<file path="config.mk">
export PLATFORM = sky130hd
export DESIGN_NAME = cdiv_rr_scheduler
export DESIGN_NICKNAME = d
export VERILOG_FILES = /design/src/rtl/cdiv_rr_scheduler.sv
export SDC_FILE = /design/constraint.sdc
export NUM_CORES = 1
export LEC_CHECK = 0
export ABC_AREA = 1
export BUFFER_PORTS_ARGS = -buffer_cell sky130_fd_sc_hd__buf_2
export CORE_AREA = 4 4 222 224
export DETAILED_ROUTE_END_ITERATION = 12
export DIE_AREA = 0 0 226 228
export PLACE_DENSITY = 0.46
export SYNTH_ARGS = -nofsm -noshare
export SYNTH_HDL_FRONTEND = slang
export SYNTH_SLANG_ARGS = --single-unit
</file>
<file path="constraint.sdc">
create_clock -name clk -period 1.6 [get_ports clk]
set_input_delay 0.24 -clock clk [delete_from_list [all_inputs] [get_ports clk]]
set_output_delay 0.24 -clock clk [all_outputs]
set_load 0.01 [all_outputs]
</file>
<file path="src/rtl/cdiv_rr_scheduler.sv">
`default_nettype none
// ============================================================================
// Module      : cdiv_rr_scheduler
// Description : Round-robin sharing of one pipelined complex divider between
//               NUM_REQ requesters, with ID-tagged in-order result routing.
//               Optional macro CDIV_DZ_CHECK_EN enables divide-by-zero flagging.
// Revision    : 1.0 - initial release
// ============================================================================
module cdiv_rr_scheduler #(
    parameter  int NUM_REQ = 2,
    parameter  int W       = 28,
    parameter  int DIV_LAT = 4,
    localparam int IDW     = (NUM_REQ > 1) ? $clog2(NUM_REQ) : 1
) (
    input  logic                 clk,
    input  logic                 rst_n,
    input  logic                 clr,
    input  logic [NUM_REQ-1:0]   req_valid,
    output logic [NUM_REQ-1:0]   req_ready,
    input  logic [NUM_REQ*W-1:0] req_a_re,
    input  logic [NUM_REQ*W-1:0] req_a_im,
    input  logic [NUM_REQ*W-1:0] req_b_re,
    input  logic [NUM_REQ*W-1:0] req_b_im,
    output logic                 div_valid,
    output logic [W-1:0]         div_a_re,
    output logic [W-1:0]         div_a_im,
    output logic [W-1:0]         div_b_re,
    output logic [W-1:0]         div_b_im,
    input  logic [2*W-1:0]       div_res_re,
    input  logic [2*W-1:0]       div_res_im,
    output logic                 resp_valid,
    output logic [IDW-1:0]       resp_id,
    output logic [2*W-1:0]       resp_re,
    output logic [2*W-1:0]       resp_im,
    output logic                 resp_dz,
    output logic                 busy
);

    logic [IDW-1:0] r_ptr;
    logic [IDW-1:0] w_gnt_idx;
    logic           w_found;
    logic           w_hs;
    logic           w_dz;
    logic [W-1:0]   w_a_re, w_a_im, w_b_re, w_b_im;

    // Tag pipeline: stage 0 lines up with the div_* register, stage DIV_LAT
    // with the cycle in which div_res_* carries that operation's result.
    logic [DIV_LAT:0] r_tag_v;
    logic [DIV_LAT:0] r_tag_dz;
    logic [IDW-1:0]   r_tag_id [DIV_LAT+1];

    // Search upward from the pointer, wrapping, for the first valid requester.
    always_comb begin
        w_found   = 1'b0;
        w_gnt_idx = '0;
        for (int k = 0; k < NUM_REQ; k++) begin
            if (!w_found && req_valid[(int'(r_ptr) + k) % NUM_REQ]) begin
                w_found   = 1'b1;
                w_gnt_idx = IDW'((int'(r_ptr) + k) % NUM_REQ);
            end
        end
    end

    assign w_hs      = w_found & rst_n & ~clr;
    assign req_ready = w_hs ? (NUM_REQ'(1) << w_gnt_idx) : '0;

    assign w_a_re = req_a_re[int'(w_gnt_idx)*W +: W];
    assign w_a_im = req_a_im[int'(w_gnt_idx)*W +: W];
    assign w_b_re = req_b_re[int'(w_gnt_idx)*W +: W];
    assign w_b_im = req_b_im[int'(w_gnt_idx)*W +: W];

`ifdef CDIV_DZ_CHECK_EN
    assign w_dz = (w_b_re == '0) && (w_b_im == '0);
`else
    assign w_dz = 1'b0;
`endif

    always_ff @(posedge clk or negedge rst_n) begin
        if (!rst_n) begin
            r_ptr    <= '0;
            div_a_re <= '0;
            div_a_im <= '0;
            div_b_re <= '0;
            div_b_im <= '0;
        end else begin
            if (clr) begin
                r_ptr <= '0;
            end else if (w_hs) begin
                r_ptr <= (w_gnt_idx == IDW'(NUM_REQ - 1)) ? '0 : w_gnt_idx + 1'b1;
            end
            if (w_hs) begin
                div_a_re <= w_a_re;
                div_a_im <= w_a_im;
                div_b_re <= w_b_re;
                div_b_im <= w_b_im;
            end
        end
    end

    always_ff @(posedge clk or negedge rst_n) begin
        if (!rst_n) begin
            r_tag_v  <= '0;
            r_tag_dz <= '0;
            for (int s = 0; s <= DIV_LAT; s++) begin
                r_tag_id[s] <= '0;
            end
        end else begin
            for (int s = DIV_LAT; s > 0; s--) begin
                r_tag_v[s]  <= r_tag_v[s-1];
                r_tag_dz[s] <= r_tag_dz[s-1];
                r_tag_id[s] <= r_tag_id[s-1];
            end
            r_tag_v[0]  <= w_hs;
            r_tag_dz[0] <= w_dz;
            r_tag_id[0] <= w_gnt_idx;
            if (clr) begin
                r_tag_v <= '0;
            end
        end
    end

    assign div_valid = r_tag_v[0];
    assign busy      = |r_tag_v;

    always_ff @(posedge clk or negedge rst_n) begin
        if (!rst_n) begin
            resp_valid <= 1'b0;
            resp_id    <= '0;
            resp_re    <= '0;
            resp_im    <= '0;
            resp_dz    <= 1'b0;
        end else begin
            resp_valid <= r_tag_v[DIV_LAT] & ~clr;
            if (r_tag_v[DIV_LAT] && !clr) begin
                resp_id <= r_tag_id[DIV_LAT];
                resp_dz <= r_tag_dz[DIV_LAT];
                resp_re <= r_tag_dz[DIV_LAT] ? '0 : div_res_re;
                resp_im <= r_tag_dz[DIV_LAT] ? '0 : div_res_im;
            end
        end
    end

endmodule
`default_nettype wire
</file>
==> PnR_summary.wiki, run 1 <==
{| class="wikitable"
! Metric !! Value
|-
| Run status || finished with violations
|-
| Failing checks || setup timing
|-
| CP startpoint kind || flip-flop
|-
| Routed via count divided by cell count || 4.20
|-
| Most common library cell in the layout ignoring fill and taps || sky130_fd_sc_hd__nand2_1
|-
| Switching Power || 5.53 mW
|-
| CTS tree || done
|-
| Fin. Hold Viols || 0
|-
| DIE AREA || 0.0515 mm²
|-
| Routability congestion estimate from global placement || 0.850
|-
| Sequential fraction of the synthesis area || 57.0%
|-
| Clock skew after layout || 0.0138 ns
|-
| Sequential share of power || 39.9%
|-
| Number of CTS-inserted buffers || 29
|-
| Initial cell density of the core || 22.0%
|-
| Worst vdd ir || 0.693 mV
|-
| Number of buffers between clock root and the deepest sink || 3
|-
| Total Neg Setup Slack || -0.0123 ns
|-
| Combinational share of power || around a quarter
|-
| Highest attainable clock frequency || 622 MHz
|-
| Number of rows created at floorplan || 80
|-
| Count of max-cap constraint violations || 0
|-
| Die extent in x || about 230 µm
|-
| Global-route wire length before repair || approximately 67000 µm
|-
| Worst Path Required || 1.36 ns
|-
| Number of search-and-repair iterations in the first detailed-routing pass || 5
|-
| Net Count, Synth || 1701
|-
| Cell area after synthesis || 0.0104 mm²
|-
| Layout Area Growth over Synthesis || 73.0%
|-
| Multi-input gate area || 0.00408 mm²
|-
| Antenna violations before repair || 4
|-
| Unrepaired setup endpoints after global routing || yes
|-
| Path class of the lowest-slack min-delay path || primary input to flip-flop
|-
| Top fanout value on the critical path || 2
|-
| Total of endpoints with negative setup slack in the final report || 3
|-
| Number of pins exceeding their max-slew limit in the final report || 0
|-
| Fin crit period || approximately 1.6 ns
|-
| Number of warnings printed during yosys synthesis || 0
|-
| Leftover overflow at the end of global routing || 0
|-
| Die span in y || 228 µm
|-
| CP Capture Type || output pin
|-
| Total of flip-flops plus latches after synthesis || 237
|-
| Worst path arrival time || 1.37 ns
|-
| Internal power || about 13 mW
|-
| Number of sinks on the clock net || 237
|-
| Ratio of total power to cell area || about 1000 mW/mm²
|-
| Number of distinct library cells after synthesis || 15
|-
| Fraction of power consumed by the clock network || 36.2%
|-
| Routed WL per cell || 15.3 µm
|-
| Largest net degree at the start of global routing || 114
|-
| Core box area || 0.0473 mm²
|-
| Final period util || 100%
|-
| Cell area after placement || 0.0142 mm²
|-
| Final antenna-violating net count || 0
|-
| Standby leakage power || 10.3 nW
|-
| Via count of the first global-routing pass || 12200
|-
| Average size of a mapped cell || 7.65 µm²
|-
| Switching share of total power || 29.5%
|-
| Total of buffers placed on input and output ports || 570
|-
| Commonest cells after routing, fill and taps aside || 900 x sky130_fd_sc_hd__nand2_1, 566 x sky130_fd_sc_hd__buf_2, 270 x sky130_fd_sc_hd__dlygate4sd3_1, 237 x sky130_fd_sc_hd__dfrtp_1, 114 x sky130_fd_sc_hd__nand3_1
|-
| Slew margin rel. || about 62%
|-
| Post-layout worst setup margin || -0.00756 ns
|-
| Crit path kind || flip-flop to output pin
|-
| Top-Level Pins || approximately 570
|-
| Total routing usage reported by global routing || 16.0%
|-
| Remaining design rule violation count || 0
|-
| Nets@finish || about 2500
|-
| HPWL reported at the end of detailed placement || slightly below 30000 µm
|-
| Final Cell Area || 0.0180 mm²
|-
| Level count of the clock H-tree || 1
|-
| Clock latency at the later pin of the worst-skew pair || 0.55 ns
|-
| Aggregate routed wire length || around 43000 µm
|-
| # fillers || 4838
|-
| Number of DRC violations after detailed-routing iteration 0 || between 500 and 600
|-
| Fraction of layout instances using a drive strength above 1 || 30.7%
|-
| Number of vias after detailed routing || 11900
|-
| Worst R2R Setup Slack || 0.06 ns
|-
| Gate Count Post-Synth || 1360
|-
| Worst-path clk slew || 0.06 ns
|-
| Transition at the pin with the smallest max-transition slack || 0.575 ns
|-
| Cell chosen for the clock root || sky130_fd_sc_hd__clkbuf_16
|-
| Storage cell area || roughly 0.006 mm²
|}
worst paths after layout:
check	depth (start not counted)	startpoint	end
worst max-delay path	3	r_tag_v[0]$_DFF_PN0_	busy
worst min-delay path	5	req_a_im[20]	div_a_im[20]$_DFFE_PN0P_
worst max register to register	9	r_ptr$_DFFE_PN0P_	div_a_im[16]$_DFFE_PN0P_
worst min register to register	0	r_tag_id[2]$_DFF_PN0_	r_tag_id[1]$_DFF_PN0_
max in group asynchronous	4	rst_n	div_a_im[7]$_DFFE_PN0P_
min in group asynchronous	2	rst_n	r_ptr$_DFFE_PN0P_
stage by stage:
| step | hold WS, ns | utilization, % | power [mW] | std cells | setup slack [ns] |
|---|---|---|---|---|---|
| finish | 0.0251 | 38.0 | 18.7 | 2836 | -0.00756 |
| global route | 0.0180 | 38.0 | 19.8 | 2836 | -0.110 |
| CTS | 0.000360 | 37.9 | 19.0 | 2831 | -0.0746 |
| detailed placement | 0.0310 | 29.9 | 11.5 | 2502 | 0.106 |
| global placement | 0.0297 | 29.9 | 11.5 | 2502 | 0.133 |
| floorplan | -0.0556 | - | 9.27 | 1360 | 0.296 |
synth_stat cells:
| library cell | n | share of area (%) |
|---|---|---|
| sky130_fd_sc_hd__nand2_2 | 2 | 0.12 |
| sky130_fd_sc_hd__clkbuf_1 | 26 | 0.94 |
| sky130_fd_sc_hd__nor3_1 | 1 | 0.048 |
| sky130_fd_sc_hd__o21ai_1 | 1 | 0.048 |
| sky130_fd_sc_hd__buf_2 | 50 | 2.4 |
| sky130_fd_sc_hd__buf_4 | 10 | 0.72 |
| sky130_fd_sc_hd__nor2_2 | 1 | 0.060 |
| sky130_fd_sc_hd__nand2_1 | 902 | 33 |
| sky130_fd_sc_hd__inv_2 | 2 | 0.072 |
| sky130_fd_sc_hd__nor2_1 | 5 | 0.18 |
| sky130_fd_sc_hd__conb_1 | 1 | 0.036 |
| sky130_fd_sc_hd__o211ai_2 | 1 | 0.12 |
| sky130_fd_sc_hd__nand3_1 | 114 | 5.5 |
| sky130_fd_sc_hd__inv_1 | 7 | 0.25 |
| sky130_fd_sc_hd__dfrtp_1 | 237 | 57 |
layer usage:
metal	up-vias	wire length, µm	global-route usage, %
met4	2	1580	5.84
met5	-	14	0
met1	5472	17100	18.7
met3	108	3390	3.86
li1	5836	-	-
met2	506	21400	28.4
logic make-up after synthesis:
group           Yosys count  synth area share (%)
other cells               1                0.0360
flops                   237                  57.0
compound gates            2                 0.168
buf+inv                  95                  4.39
simple gates           1025                  38.4
power by group through the flow:
stage                     logic [mW]  registers, mW  clock network (mW)
after floorplan                 1.27           8.00                   0
after global placement          3.95           7.55                   0
after detailed placement        3.96           7.56                   0
after CTS                       4.51           7.48                7.03
after global routing            4.95           7.60                7.29
final                           4.47           7.48                6.78
flip-flops by register name (all words and copies together) (netlist names):
register	flops
resp_id	1
div_b_re	28
resp_valid	1
resp_re	56
resp_im	56
r_tag_v	5
r_tag_id	5
div_b_im	28
r_ptr	1
div_a_im	28
div_a_re	28
cell type report:
cell class / instances / area share, %
repair buffers: 891 / 34.4
well taps: 615 / 4.27
clock inverters: 14 / 0.994
diodes: 3 / 0.0417
flip-flops and latches: 237 / 32.9
multi-input cells: 1029 / 22.7
clock buffers: 38 / 4.50
inverters: 9 / 0.195
worst max-delay path, stage by stage (launching register included):
cell and delay, ns:
sky130_fd_sc_hd__dfrtp_1 0.39, sky130_fd_sc_hd__nor3_2 0.17, sky130_fd_sc_hd__nand3_1 0.11, sky130_fd_sc_hd__buf_6 0.15
timing repair:
item	CTS	global route
gates resized for setup	11	2
endpoints found under the setup margin	3	54
gates cloned	1	1
hold buffers	270	0
buffers inserted	6	1
hold endpoints to repair	263	0
pin swaps	6	4
No activity file was read; power rests on OpenSTA's default activity.
==> inputs of run 2 (changes only) <==
--- a/config.mk
+++ b/config.mk
@@ -11,6 +11,7 @@
 export DETAILED_ROUTE_END_ITERATION = 12
 export DIE_AREA = 0 0 226 228
 export PLACE_DENSITY = 0.46
+export SLEW_MARGIN = 20
 export SYNTH_ARGS = -nofsm -noshare
 export SYNTH_HDL_FRONTEND = slang
 export SYNTH_SLANG_ARGS = --single-unit
==> constraint.sdc (replaced) <==
create_clock -name clk -period 1.6 [get_ports clk]
set_input_delay 0.16 -clock clk [delete_from_list [all_inputs] [get_ports clk]]
set_output_delay 0.16 -clock clk [all_outputs]
set_load 0.01 [all_outputs]
==> run 2 against run 1 <==
Against the previous run:
- combinational power increased by 3%
- critical path type unchanged
- count of clock-buffer cells in the layout grew 1
- die area is the same
- critical path depth did not move
- highest routed layer is now met4
- largest cell class unchanged
- largest power group is now the clock network
- the flow now finishes without violations
- hold slack better by 0.015 ns
- worst setup slack gained 0.050 ns
- sequential share of layout area decreased by 1.3 points
==> PnR_summary.wiki, run 2 (synthesis results as in run 1) <==
{| class="wikitable"
! Metric !! Value
|-
| Run status || finished, final reports clean
|-
| Cell chosen for the clock root || sky130_fd_sc_hd__clkbuf_16
|-
| Clock skew after layout || 0.0173 ns
|-
| Initial cell density of the core || 22.0%
|-
| DIE AREA || 0.0515 mm²
|-
| Antenna violations before repair || 1
|-
| Highest attainable clock frequency || 642 MHz
|-
| Largest net degree at the start of global routing || 143
|-
| Core box area || 0.0473 mm²
|-
| Number of buffers between clock root and the deepest sink || 3
|-
| Clock latency at the later pin of the worst-skew pair || ~0.56 ns
|-
| Slew margin rel. || 35.5%
|-
| Number of sinks on the clock net || 237
|-
| Final antenna-violating net count || 0
|-
| CTS tree || done
|-
| Die span in y || about 230 µm
|-
| Leftover overflow at the end of global routing || 0
|-
| HPWL reported at the end of detailed placement || 29600 µm
|-
| Number of DRC violations after detailed-routing iteration 0 || 645
|-
| CP Capture Type || output pin
|-
| Path class of the lowest-slack min-delay path || primary input to flip-flop
|-
| Level count of the clock H-tree || 1
|-
| Post-route core utilization || 39.6%
|-
| Total of buffers placed on input and output ports || 570
|-
| Most common library cell in the layout ignoring fill and taps || sky130_fd_sc_hd__nand2_1
|-
| Fin. Hold Viols || 0
|-
| Chain of cells forming the critical path || nor3_2, nand3_1, buf_6
|-
| Post-route insts no fill || between 2000 and 3000
|-
| Worst Path Required || 1.44 ns
|-
| Total routing usage reported by global routing || 16.6%
|-
| Aggregate routed wire length || 45000 µm
|-
| Number of vias after detailed routing || roughly 12000
|-
| Number of pins exceeding their max-slew limit in the final report || 0
|-
| Transition at the pin with the smallest max-transition slack || around 0.97 ns
|-
| Number of rows created at floorplan || 80
|-
| Nets@finish || 2595
|-
| Total placed cells including tap cells || 2493
|-
| Die extent in x || 226 µm
|-
| Number of search-and-repair iterations in the first detailed-routing pass || 6
|-
| Via count of the first global-routing pass || 12800
|-
| Number of CTS-inserted buffers || 29
|-
| Cell with the biggest individual delay on the critical path || sky130_fd_sc_hd__dfrtp_1
|-
| Routed WL per cell || between 15 and 20 µm
|-
| Worst path arrival time || approximately 1.4 ns
|-
| Regs by FF count || resp_im: 56 flops, resp_re: 56 flops
|-
| Worst vdd ir || 0.637 mV
|-
| Standby leakage power || 10.7 nW
|-
| Top-Level Pins || 572
|-
| Total of endpoints with negative setup slack in the final report || 0
|-
| Fin crit period || 1.56 ns
|-
| Crit path kind || flip-flop to output pin
|-
| Crit path largest cell delay || 0.42 ns
|-
| Remaining design rule violation count || 0
|-
| Unrepaired setup endpoints after global routing || yes
|-
| Routability congestion estimate from global placement || between 0.8 and 0.9
|-
| Final period util || 97.3%
|-
| Post-route worst hold slack || around 0.040 ns
|-
| CP startpoint kind || flip-flop
|-
| Top fanout value on the critical path || 2
|-
| Count of max-cap constraint violations || 0
|-
| Layout Area Growth over Synthesis || 80.3%
|-
| Worst-path clk slew || approximately 0.06 ns
|-
| Fraction of layout instances using a drive strength above 1 || 29.6%
|-
| Routed via count divided by cell count || between 4 and 5
|-
| Commonest cells after routing, fill and taps aside || 900 x sky130_fd_sc_hd__nand2_1, 566 x sky130_fd_sc_hd__buf_2, 338 x sky130_fd_sc_hd__dlygate4sd3_1, 237 x sky130_fd_sc_hd__dfrtp_1, 114 x sky130_fd_sc_hd__nand3_1
|-
| Ratio of total power to cell area || 1050 mW/mm²
|-
| Global-route wire length before repair || around 70000 µm
|}
==> run 2: final cells by class <==
| type | instances | area [µm²] |
|---|---|---|
| fillers | 4751 | 28600 |
| repair buffers | 949 | 6840 |
| flip-flops and latches | 237 | 5930 |
| multi-input cells | 1028 | 4070 |
| clock buffers | 39 | 843 |
| well taps | 615 | 769 |
| clock inverters | 14 | 263 |
| inverters | 9 | 35.0 |
| diodes | 1 | 2.50 |
==> run 2: layer usage <==
metal  wire (µm)  vias to the layer above  track usage (%)
li1            -                     5948                -
met1       17700                     5664             19.4
met2       21300                      624             28.4
met3        3610                      165             3.92
met4        2340                        0             8.25
met5           0                        -                0
==> run 2: what timing repair did <==
item | 4_1_cts | 5_1_grt
cloned | 1 | 1
setup buffers | 5 | 1
endpoints found under the setup margin | 3 | 5
hold buffers | 337 | 1
resized for setup | 10 | 1
hold endpoints to repair | 466 | 1
pin swaps | 4 | 3
==> run 2: power by group <==
group / internal (mW) / total [mW] / switching, mW
clock network: 4.81 / 7.54 / 2.73
logic: 2.17 / 4.61 / 2.44
registers: 6.95 / 7.48 / 0.522
total: 13.9 / 19.6 / 5.69
==> run 2: stage by stage <==
step	TNS, ns	power, mW	setup WS [ns]	instance area, µm²
detailed placement	0	11.5	0.260	14100
global route	-0.0646	20.7	-0.0619	18800
floorplan	0	9.27	0.376	10400
CTS	-0.124	19.9	-0.0534	18700
global placement	0	11.5	0.253	14100
finish	0	19.6	0.0428	18800
==> run 2: worst paths after layout <==
check | startpoint | to | slack (ns) | depth (start not counted)
worst max-delay path | r_tag_v[0]$_DFF_PN0_ | busy | 0.04 | 3
worst min-delay path | clr | r_tag_v[0]$_DFF_PN0_ | 0.04 | 3
worst max register to register | r_ptr$_DFFE_PN0P_ | div_b_re[0]$_DFFE_PN0P_ | 0.15 | 10
worst min register to register | r_tag_id[1]$_DFF_PN0_ | r_tag_id[0]$_DFF_PN0_ | 0.35 | 0
max in group asynchronous | rst_n | div_a_im[17]$_DFFE_PN0P_ | 0.31 | 3
min in group asynchronous | rst_n | r_ptr$_DFFE_PN0P_ | 0.05 | 2
==> run 2: worst max-delay path: cells and delay by family (launching register included) <==
family / cells / cell delay (ns)
buffers and inverters: 1 / 0.15
DFF: 1 / 0.42
and+or+nand+nor: 2 / 0.26
==> inputs of run 3 (changes only) <==
--- a/config.mk
+++ b/config.mk
@@ -7,10 +7,11 @@
 export LEC_CHECK = 0
 export ABC_AREA = 1
 export BUFFER_PORTS_ARGS = -buffer_cell sky130_fd_sc_hd__buf_2
-export CORE_AREA = 4 4 222 224
+export CORE_AREA = 4 4 220 222
+export CTS_BUF_LIST = sky130_fd_sc_hd__clkbuf_4 sky130_fd_sc_hd__clkbuf_8
 export DETAILED_ROUTE_END_ITERATION = 12
-export DIE_AREA = 0 0 226 228
-export PLACE_DENSITY = 0.46
+export DIE_AREA = 0 0 224 226
+export PLACE_DENSITY = 0.47
 export SLEW_MARGIN = 20
 export SYNTH_ARGS = -nofsm -noshare
 export SYNTH_HDL_FRONTEND = slang
==> run 3 against run 2 <==
Against the previous run:
- first-iteration DRC count decreased by 11%
- combinational power about the same
- clock power down 20%
- flip-flop and latch count is the same
- fmax increased by 0.66%
- global-route usage about the same
- largest power group is now sequential cells
- hold slack better by 0.038 ns
- critical path depth up 3
- cell count grew 0.86%
- non-clock buffer count rose by 13
- die area fell by 1.8%
==> PnR_summary.wiki, run 3 (synthesis results as in run 1) <==
{| class="wikitable"
! Metric !! Value
|-
| Number of DRC violations after detailed-routing iteration 0 || 573
|-
| Overall power || 18.1 mW
|-
| Cell chosen for the clock root || sky130_fd_sc_hd__clkbuf_8
|-
| Number of buffers between clock root and the deepest sink || 3
|-
| Number of CTS-inserted buffers || 44
|-
| CTS tree || done
|-
| Level count of the clock H-tree || 2
|-
| Final antenna-violating net count || 0
|-
| Antenna violations before repair || 2
|-
| Ratio of total power to cell area || 969 mW/mm²
|-
| Worst-path clk slew || 0.06 ns
|-
| Regs by FF count || resp_im: 56 flops, resp_re: 56 flops
|-
| Most common library cell in the layout ignoring fill and taps || sky130_fd_sc_hd__nand2_1
|-
| DIE AREA || 0.0506 mm²
|-
| Number of vias after detailed routing || 12300
|-
| Crit path largest cell delay || 0.39 ns
|-
| CP startpoint kind || flip-flop
|-
| Final period util || 96.7%
|-
| Die extent in x || 224 µm
|-
| Clock latency at the later pin of the worst-skew pair || 0.58 ns
|-
| Fin crit period || roughly 1.5 ns
|-
| Initial cell density of the core || about 22%
|-
| Aggregate routed wire length || 43600 µm
|-
| Top fanout value on the critical path || 5
|-
| Worst path arrival time || 1.39 ns
|-
| Post-route worst hold slack || 0.0773 ns
|-
| Chain of cells forming the critical path || inv_2, nand2_4, nand2_8, nand2_4, inv_2, buf_6
|-
| Standby leakage power || approximately 11 nW
|-
| Worst Path Required || approximately 1.4 ns
|-
| Worst vdd ir || 0.543 mV
|-
| Cell with the biggest individual delay on the critical path || sky130_fd_sc_hd__dfrtp_1
|-
| Top-Level Pins || about 570
|-
| Remaining design rule violation count || 0
|-
| Fin. Hold Viols || 0
|-
| Global-route wire length before repair || around 70000 µm
|-
| Nets@finish || 2623
|-
| Die span in y || 226 µm
|-
| Largest net degree at the start of global routing || 114
|-
| Number of search-and-repair iterations in the first detailed-routing pass || 5
|-
| Run status || finished, final reports clean
|-
| Transition at the pin with the smallest max-transition slack || between 0.6 and 0.7 ns
|-
| Count of buffering cells on the critical path with inverters included || 3
|-
| Storage cell area || 0.00593 mm²
|-
| Path class of the lowest-slack min-delay path || primary input to flip-flop
|-
| # fillers || 4594
|-
| Leftover overflow at the end of global routing || 0
|-
| Core box area || 0.0464 mm²
|-
| Commonest cells after routing, fill and taps aside || 900 x sky130_fd_sc_hd__nand2_1, 566 x sky130_fd_sc_hd__buf_2, 340 x sky130_fd_sc_hd__dlygate4sd3_1, 237 x sky130_fd_sc_hd__dfrtp_1, 106 x sky130_fd_sc_hd__nand3_1
|-
| Layout Area Growth over Synthesis || 79.8%
|-
| Routed WL per cell || 15.0 µm
|-
| Routability congestion estimate from global placement || 0.852
|-
| Clock skew after layout || ~0.016 ns
|-
| Number of sinks on the clock net || 237
|-
| Number of rows created at floorplan || 79
|-
| CP Capture Type || output pin
|-
| Routed via count divided by cell count || 4.22
|-
| Fraction of layout instances using a drive strength above 1 || between 30 and 40%
|-
| Top delay family on crit path || flip-flops
|-
| Number of pins exceeding their max-slew limit in the final report || 0
|-
| Count of max-cap constraint violations || 0
|-
| Unrepaired setup endpoints after global routing || yes
|-
| Slew margin rel. || 58.8%
|-
| HPWL reported at the end of detailed placement || 28700 µm
|-
| Highest attainable clock frequency || 646 MHz
|-
| Total of endpoints with negative setup slack in the final report || 0
|-
| Crit path kind || flip-flop to output pin
|-
| Total of buffers placed on input and output ports || 570
|-
| Multi-input gate area || 0.00412 mm²
|-
| Total routing usage reported by global routing || 16.6%
|-
| Via count of the first global-routing pass || 13100
|}
==> run 3: path summary, 6_finish.rpt <==
check | slack [ns] | depth (start not counted) | start | end
worst max-delay path | 0.05 | 6 | r_ptr$_DFFE_PN0P_ | req_ready[0]
worst min register to register | 0.35 | 0 | r_tag_id[3]$_DFF_PN0_ | r_tag_id[2]$_DFF_PN0_
worst max register to register | 0.05 | 10 | r_ptr$_DFFE_PN0P_ | div_a_im[12]$_DFFE_PN0P_
max in group asynchronous | 0.56 | 4 | rst_n | div_a_im[1]$_DFFE_PN0P_
worst min-delay path | 0.08 | 4 | rst_n | r_ptr$_DFFE_PN0P_
min in group asynchronous | 0.18 | 3 | rst_n | resp_re[50]$_DFFE_PN0P_
==> run 3: area by class of cell <==
class / instances / area share [%]
Antenna cell: 2 / 0.0268
Clock buffer: 67 / 4.49
Clock inverter: 5 / 0.334
Inverter: 9 / 0.187
Multi-Input combinational cell: 1028 / 22.0
Sequential cell: 237 / 31.7
Tap cell: 607 / 4.06
Timing Repair Buffer: 962 / 37.2
==> run 3: routing by layer <==
layer  wire length (µm)  GRT usage, %
met1              17000          19.3
met2              20500          27.3
met3               3750          5.29
met4               2330          9.07
met5                  0             0
==> run 3: power breakdown <==
group	total, mW	switching (mW)	internal [mW]
combinational	4.62	2.42	2.20
clock	6.05	2.56	3.49
sequential	7.47	0.509	6.96
total	18.1	5.49	12.6
==> run 3: worst register-to-register path, cell delays in order, from the launching register on <==
cell and delay, ns:
sky130_fd_sc_hd__dfrtp_1 0.39, sky130_fd_sc_hd__inv_2 0.07, sky130_fd_sc_hd__nand2_4 0.06, sky130_fd_sc_hd__buf_4 0.14, sky130_fd_sc_hd__buf_4 0.13, sky130_fd_sc_hd__buf_12 0.16, sky130_fd_sc_hd__clkbuf_16 0.25, sky130_fd_sc_hd__nand3_1 0.08
sky130_fd_sc_hd__nand2_1 0.06, sky130_fd_sc_hd__nand2_1 0.05, sky130_fd_sc_hd__nand2_1 0.05
==> run 3: through the flow <==
stage               utilization (%)  instance area [µm²]  cells  TNS (ns)  worst slack, ns
detailed placement             30.6                14200   2493         0            0.280
floorplan                         -                10400   1360         0            0.376
global placement               30.6                14200   2493         0            0.288
finish                         40.4                18700   2917         0           0.0530
global route                   40.4                18700   2917    -0.466          -0.0829
CTS                            40.2                18600   2912    -0.258           -0.125
==> run 3: repair_timing <==
action / in CTS / in global routing
pin swaps: 1 / 4
endpoints found under the setup margin: 3 / 3
endpoints found under the hold margin: 465 / 0
hold buffers: 340 / 0
buffers inserted: 5 / 3
gates resized for setup: 10 / 11
cloned: 2 / 1
